$ cat src/rtl/bus_pkg.sv
// Shared types and constants for the bus arbiter / memory-GPIO front end.
package bus_pkg;

  localparam int unsigned ADDR_W       = 9;
  localparam int unsigned DATA_W       = 8;
  localparam int unsigned GPIO_SEL_BIT = 8;

  localparam logic [7:0] GPIO_OUT_ADDR = 8'h00;
  localparam logic [7:0] GPIO_IN_ADDR  = 8'h01;

  typedef enum logic [2:0] {
    StIdle,
    StAccess,
    StWait,
    StGrant,
    StRelease
  } bus_state_t;

  // Master index width; never zero so single-master builds still elaborate.
  function automatic int unsigned idx_width(int unsigned n);
    return (n > 1) ? $clog2(n) : 1;
  endfunction

endpackage

$ cat src/rtl/bus_arbiter_rr_arbiter.sv
// Combinational round-robin pick: first requester at or after the pointer wins.
module rr_arbiter
  import bus_pkg::*;
#(
  parameter int unsigned NUM_MASTERS = 2
) (
  input  logic [NUM_MASTERS-1:0]           req_i,
  input  logic [idx_width(NUM_MASTERS)-1:0] ptr_i,
  output logic                              valid_o,
  output logic [NUM_MASTERS-1:0]            gnt_o,
  output logic [idx_width(NUM_MASTERS)-1:0] idx_o
);

  localparam int unsigned IdxW = idx_width(NUM_MASTERS);

  always_comb begin
    int unsigned cand;
    cand    = 0;
    valid_o = 1'b0;
    gnt_o   = '0;
    idx_o   = '0;
    for (int unsigned i = 0; i < NUM_MASTERS; i++) begin
      cand = (32'(ptr_i) + i) % NUM_MASTERS;
      if (!valid_o && req_i[cand]) begin
        valid_o     = 1'b1;
        gnt_o[cand] = 1'b1;
        idx_o       = cand[IdxW-1:0];
      end
    end
  end

endmodule

$ cat src/rtl/bus_arbiter.sv
// Shared-bus arbiter: round-robin master select, one byte access to RAM or GPIO,
// read data returned alongside a single-cycle grant pulse.
module bus_arbiter
  import bus_pkg::*;
#(
  parameter int unsigned NUM_MASTERS = 2,
  parameter int unsigned MEM_LATENCY = 1
) (
  input  logic                          clk,
  input  logic                          reset,
  input  logic [NUM_MASTERS-1:0]        req_i,
  input  logic [NUM_MASTERS-1:0]        rw_i,
  input  logic [ADDR_W*NUM_MASTERS-1:0] addr_i,
  input  logic [DATA_W*NUM_MASTERS-1:0] wdata_i,
  output logic [NUM_MASTERS-1:0]        grant_o,
  output logic [DATA_W-1:0]             rdata_o,
  output logic                          mem_en_o,
  output logic                          mem_we_o,
  output logic [7:0]                    mem_addr_o,
  output logic [DATA_W-1:0]             mem_wdata_o,
  input  logic [DATA_W-1:0]             mem_rdata_i,
  input  logic [7:0]                    gpio_in_i,
  output logic [7:0]                    gpio_out_o
);

  localparam int unsigned IdxW = idx_width(NUM_MASTERS);

  bus_state_t                state_q, state_d;
  logic [IdxW-1:0]           ptr_q, ptr_d, sel_q, sel_d;
  logic [NUM_MASTERS-1:0]    gnt_q, gnt_d;
  logic                      rw_q, rw_d;
  logic [ADDR_W-1:0]         addr_q, addr_d;
  logic [DATA_W-1:0]         wdata_q, wdata_d, rdata_q, rdata_d, gpio_q, gpio_d;
  logic [2:0]                cnt_q, cnt_d;

  logic                      pick_valid;
  logic [NUM_MASTERS-1:0]    pick_gnt;
  logic [IdxW-1:0]           pick_idx;
  logic                      is_gpio;

  rr_arbiter #(
    .NUM_MASTERS(NUM_MASTERS)
  ) u_rr (
    .req_i  (req_i),
    .ptr_i  (ptr_q),
    .valid_o(pick_valid),
    .gnt_o  (pick_gnt),
    .idx_o  (pick_idx)
  );

  assign is_gpio = addr_q[GPIO_SEL_BIT];

  always_comb begin
    state_d = state_q;
    ptr_d   = ptr_q;
    sel_d   = sel_q;
    gnt_d   = gnt_q;
    rw_d    = rw_q;
    addr_d  = addr_q;
    wdata_d = wdata_q;
    rdata_d = rdata_q;
    gpio_d  = gpio_q;
    cnt_d   = cnt_q;
    unique case (state_q)
      StIdle: begin
        if (pick_valid) begin
          sel_d   = pick_idx;
          gnt_d   = pick_gnt;
          rw_d    = rw_i[pick_idx];
          addr_d  = addr_i[32'(pick_idx)*ADDR_W +: ADDR_W];
          wdata_d = wdata_i[32'(pick_idx)*DATA_W +: DATA_W];
          state_d = StAccess;
        end
      end
      StAccess: begin
        if (!is_gpio && !rw_q) begin
          cnt_d   = 3'(MEM_LATENCY - 1);
          state_d = StWait;
        end else begin
          state_d = StGrant;
          if (rw_q) begin
            rdata_d = '0;
            if (is_gpio && addr_q[7:0] == GPIO_OUT_ADDR) gpio_d = wdata_q;
          end else if (addr_q[7:0] == GPIO_OUT_ADDR) begin
            rdata_d = gpio_q;
          end else if (addr_q[7:0] == GPIO_IN_ADDR) begin
            rdata_d = gpio_in_i;
          end else begin
            rdata_d = '0;
          end
        end
      end
      StWait: begin
        if (cnt_q == 3'd0) begin
          rdata_d = mem_rdata_i;
          state_d = StGrant;
        end else begin
          cnt_d = cnt_q - 3'd1;
        end
      end
      StGrant: begin
        ptr_d   = (32'(sel_q) == NUM_MASTERS - 1) ? '0 : sel_q + 1'b1;
        state_d = StRelease;
      end
      // Absorbs the core's late req drop after it has seen its grant.
      StRelease: state_d = StIdle;
      default:   state_d = StIdle;
    endcase
  end

  always_ff @(posedge clk) begin
    if (reset) begin
      state_q <= StIdle;
      ptr_q   <= '0;
      sel_q   <= '0;
      gnt_q   <= '0;
      rw_q    <= 1'b0;
      addr_q  <= '0;
      wdata_q <= '0;
      rdata_q <= '0;
      gpio_q  <= '0;
      cnt_q   <= '0;
    end else begin
      state_q <= state_d;
      ptr_q   <= ptr_d;
      sel_q   <= sel_d;
      gnt_q   <= gnt_d;
      rw_q    <= rw_d;
      addr_q  <= addr_d;
      wdata_q <= wdata_d;
      rdata_q <= rdata_d;
      gpio_q  <= gpio_d;
      cnt_q   <= cnt_d;
    end
  end

  assign grant_o     = (state_q == StGrant) ? gnt_q : '0;
  assign rdata_o     = rdata_q;
  assign mem_en_o    = (state_q == StAccess) && !is_gpio;
  assign mem_we_o    = mem_en_o && rw_q;
  assign mem_addr_o  = addr_q[7:0];
  assign mem_wdata_o = wdata_q;
  assign gpio_out_o  = gpio_q;

endmodule

$ cat config.mk
export PLATFORM = sky130hd
export DESIGN_NAME = bus_arbiter
export DESIGN_NICKNAME = d
export VERILOG_FILES = /design/src/rtl/bus_pkg.sv /design/src/rtl/bus_arbiter_rr_arbiter.sv /design/src/rtl/bus_arbiter.sv
export SDC_FILE = /design/constraint.sdc
export NUM_CORES = 1
export LEC_CHECK = 0
export ABC_AREA = 0
export CAP_MARGIN = 20
export CORE_UTILIZATION = 45
export DETAILED_ROUTE_END_ITERATION = 7
export HOLD_SLACK_MARGIN = 0.08
export PLACE_DENSITY = 0.91
export SETUP_SLACK_MARGIN = 0.4
export SLEW_MARGIN = 15
export SYNTH_ARGS = -nofsm -noshare
export SYNTH_HDL_FRONTEND = slang
export SYNTH_SLANG_ARGS = --single-unit
$ cat constraint.sdc
create_clock -name clk -period 4.9 [get_ports clk]
set_input_delay 0.49 -clock clk [delete_from_list [all_inputs] [get_ports clk]]
set_output_delay 0.49 -clock clk [all_outputs]
set_load 0.03 [all_outputs]
==> summary.txt <==
Synth
  – Seq cells post-synth: 44
  – Post-synth EDFFs: 0
  – Top_reg_cell synth: dfxtp_1
  – Post-Syn Nets: just under 300
  – Sequential area share after synthesis: 41.0%
  – Post-synthesis cell area: 2150 sq um
  – Post-synth top area share: 41.0%
  – Post-Synthesis Cells: approximately 240
  – Synth area leaders: dfxtp_1 (41%), mux2i_1 (12%), a211oi_1 (7.0%)
  – Yosys cell types: 35
  – Post-synth top area cell: dfxtp_1
  – Syn_area_per_cell: 9.02 sq um
  – Synth warnings: 0
  – Ys async rst share: 0%

Global routing
  – First-pass GRT wire length: about 8500 microns
  – Initial antenna violation count: 0
  – GRT Util Overall: approximately a fifth
  – Vias in the first global route: between 1500 and 2000
  – Global route overflow: 0
  – Largest net degree at the start of global routing: 47

Floorplanning
  – Site Rows: 24
  – Chip width: 71.1 microns
  – IO Pins: around 90
  – Core area: between 4000 and 5000 sq um
  – Initial Util: 48.0%
  – Die area: about 5000 sq um
  – Die Y: 71.1 microns

Clocking
  – Post_cts resized: 0
  – Cts-stage hold buffer count: 0
  – Clock buffer count from CTS: 5
  – Worst-skew pair later-pin latency: approximately 0.29 ns
  – TritonCTS clock tree: done
  – Post-CTS setup buffers: 0
  – Buffer levels on the longest clock path: 2
  – Clk slew on worst S/H paths: 0.08 ns
  – CTS Sinks: 44
  – CTS Root Cell: clkbuf_8
  – CTS HTree Levels: 2

Cells and area
  – Final std cells w/o fill: ~370
  – Final Instance Area: 3110 sq um
  – Filler instances: between 300 and 400
  – Nets: ~370
  – Area growth syn-to-layout: 44.9%
  – Antenna cells: 0
  – Layout cells sized above 1: under 10%

Run
  – Max cap viols: 0

Timing
  – Fin crit share: 50.9%
  – Tmin final: around 2.5 ns
  – Max-slew headroom: ~44%
  – Count of final hold-check violations: 0
  – # setup viols final: 0
  – Slew @ Worst Pin: about 0.84 ns
  – Unrepaired setup endpoints after global routing: false
  – Setup TNS Final: 0 ns
  – Clk_skew: just over 0.003 ns
  – Final Worst Setup Slack: 2.40 ns
  – Slew Limit Fails: 0
  – F_max: between 0.4 and 0.5 GHz

Critical path
  – Critical Path RT: around 4.4 ns
  – Critical path endpoint category: output port
  – Crit-path max FO: 12
  – Critical path class: register to output port
  – Critical Path AT: around 2.0 ns
  – Setup crit start kind: register

Detailed routing
  – Vias per Instance: about 5.4
  – Antenna Violating Nets Remaining: 0
  – Drt initial violations: 114
  – # DRC: 3
  – Wire per inst: 14.2 microns
  – Post-Route WL: 5210 microns
  – Via count: roughly 2000
  – DRT Pass-1 Iters: 6

Place
  – Buffers on Ports: 91
  – Final GP Congestion: 0.786
  – Hpwl dp: 3870 microns
  – Placed instance area: around 3000 sq um
  – Dpl ws: approximately 2.3 ns
  – Post-Place Cells: around 360

Power
  – Leakage: about 1.2 nW
  – Final Power: 1.02 mW
  – Pwr dens: ~330 nW/um^2
  – Peak supply drop: 0.193 mV

Min path
  – Worst Hold Class: register to register

Outcome
  – Status: complete, but fails checks
  – Failing checks: DRC
Yosys cell counts (3+ instances only):
master    number
buf_2          5
nand2_1       25
buf_4          8
nor2_1        30
clkbuf_1      11
nor3_1         7
a311oi_1       8
mux2i_1       26
a211oi_1      20
inv_1          4
a21oi_1       12
dfxtp_1       44
mux2_2         8
nor2b_1        3
flip-flops by register name, indices dropped and copies added (netlist names):
signal and flops:
addr_q 9, cnt_q 3, gnt_q 2, gpio_out_o 8, mem_wdata_o 8, ptr_q 1
rdata_o 8, rw_q 1, sel_q 1, state_q 3
worst max-delay path, stage by stage, from the launching register on:
cell and delay [ns]:
dfxtp_1 0.42, nand2b_1 0.25, nor3_1 0.23, and2_1 0.16, clkdlybuf4s50_1 0.66
worst paths after layout:
| check | start | end | slack (ns) | cells after the start |
|---|---|---|---|---|
| setup / recovery | state_q[1] | mem_we_o | 2.40 | 4 |
| hold / removal | sel_q | sel_q | 0.46 | 2 |
| setup reg to reg | state_q[1] | rdata_o[0] | 2.57 | 4 |
| hold reg to reg | sel_q | sel_q | 0.46 | 2 |
final cells by class:
class	count	area, sq um	share of cell area, %
multi-input cells	164	1110	35.8
clock inverters	3	18.8	0.604
flip-flops and latches	44	881	28.3
well taps	52	65.1	2.09
inverters	5	18.8	0.604
clock buffers	5	68.8	2.21
repair buffers	94	945	30.4
cell usage in the layout, fill, tap and decap left out, drive strengths merged, types with 3 or more instances in the layout:
cell type      synthesis  routed
clkdlybuf4s50          0      91
clkinv                 1       4
dfxtp                 44      44
clkbuf                11       5
a311oi                 8       8
mux2                   8       8
nor2b                  3       3
nor3                   7       7
buf                   14       3
a211oi                20      20
a21oi                 12      12
mux2i                 26      26
inv                    4       4
nand2                 25      25
nor2                  30      30
metrics by stage:
step                utilization (%)  hold WS, ns
floorplan                         -        0.432
global placement               66.9        0.440
detailed placement             66.9        0.445
CTS                            68.9        0.455
global route                   69.5        0.495
finish                         69.5        0.459
cells by family after synthesis:
family | after synthesis | synth area share (%)
DFF | 44 | 41.0
muxes | 34 | 16.3
AOI/OAI and AO/OA | 50 | 17.5
and+or+nand+nor | 78 | 16.7
buffers and inverters | 30 | 7.29
adders and majority gates | 2 | 1.17
layer usage:
metal | vias up | global-route usage, % | share of wire (%)
met5 | - | 0 | 0
met4 | 0 | 7.11 | 0.98
met3 | 4 | 4.42 | 5.1
met2 | 70 | 37.8 | 50
met1 | 909 | 25.8 | 44
li1 | 998 | - | -
report_power, final:
group	switching [mW]	internal (mW)	total (mW)
Combinational	0.189	0.172	0.361
Sequential	0.0406	0.401	0.441
Clock	0.121	0.0994	0.221
Total	0.351	0.673	1.02
Note: power is estimated with default switching activity, not from simulation.
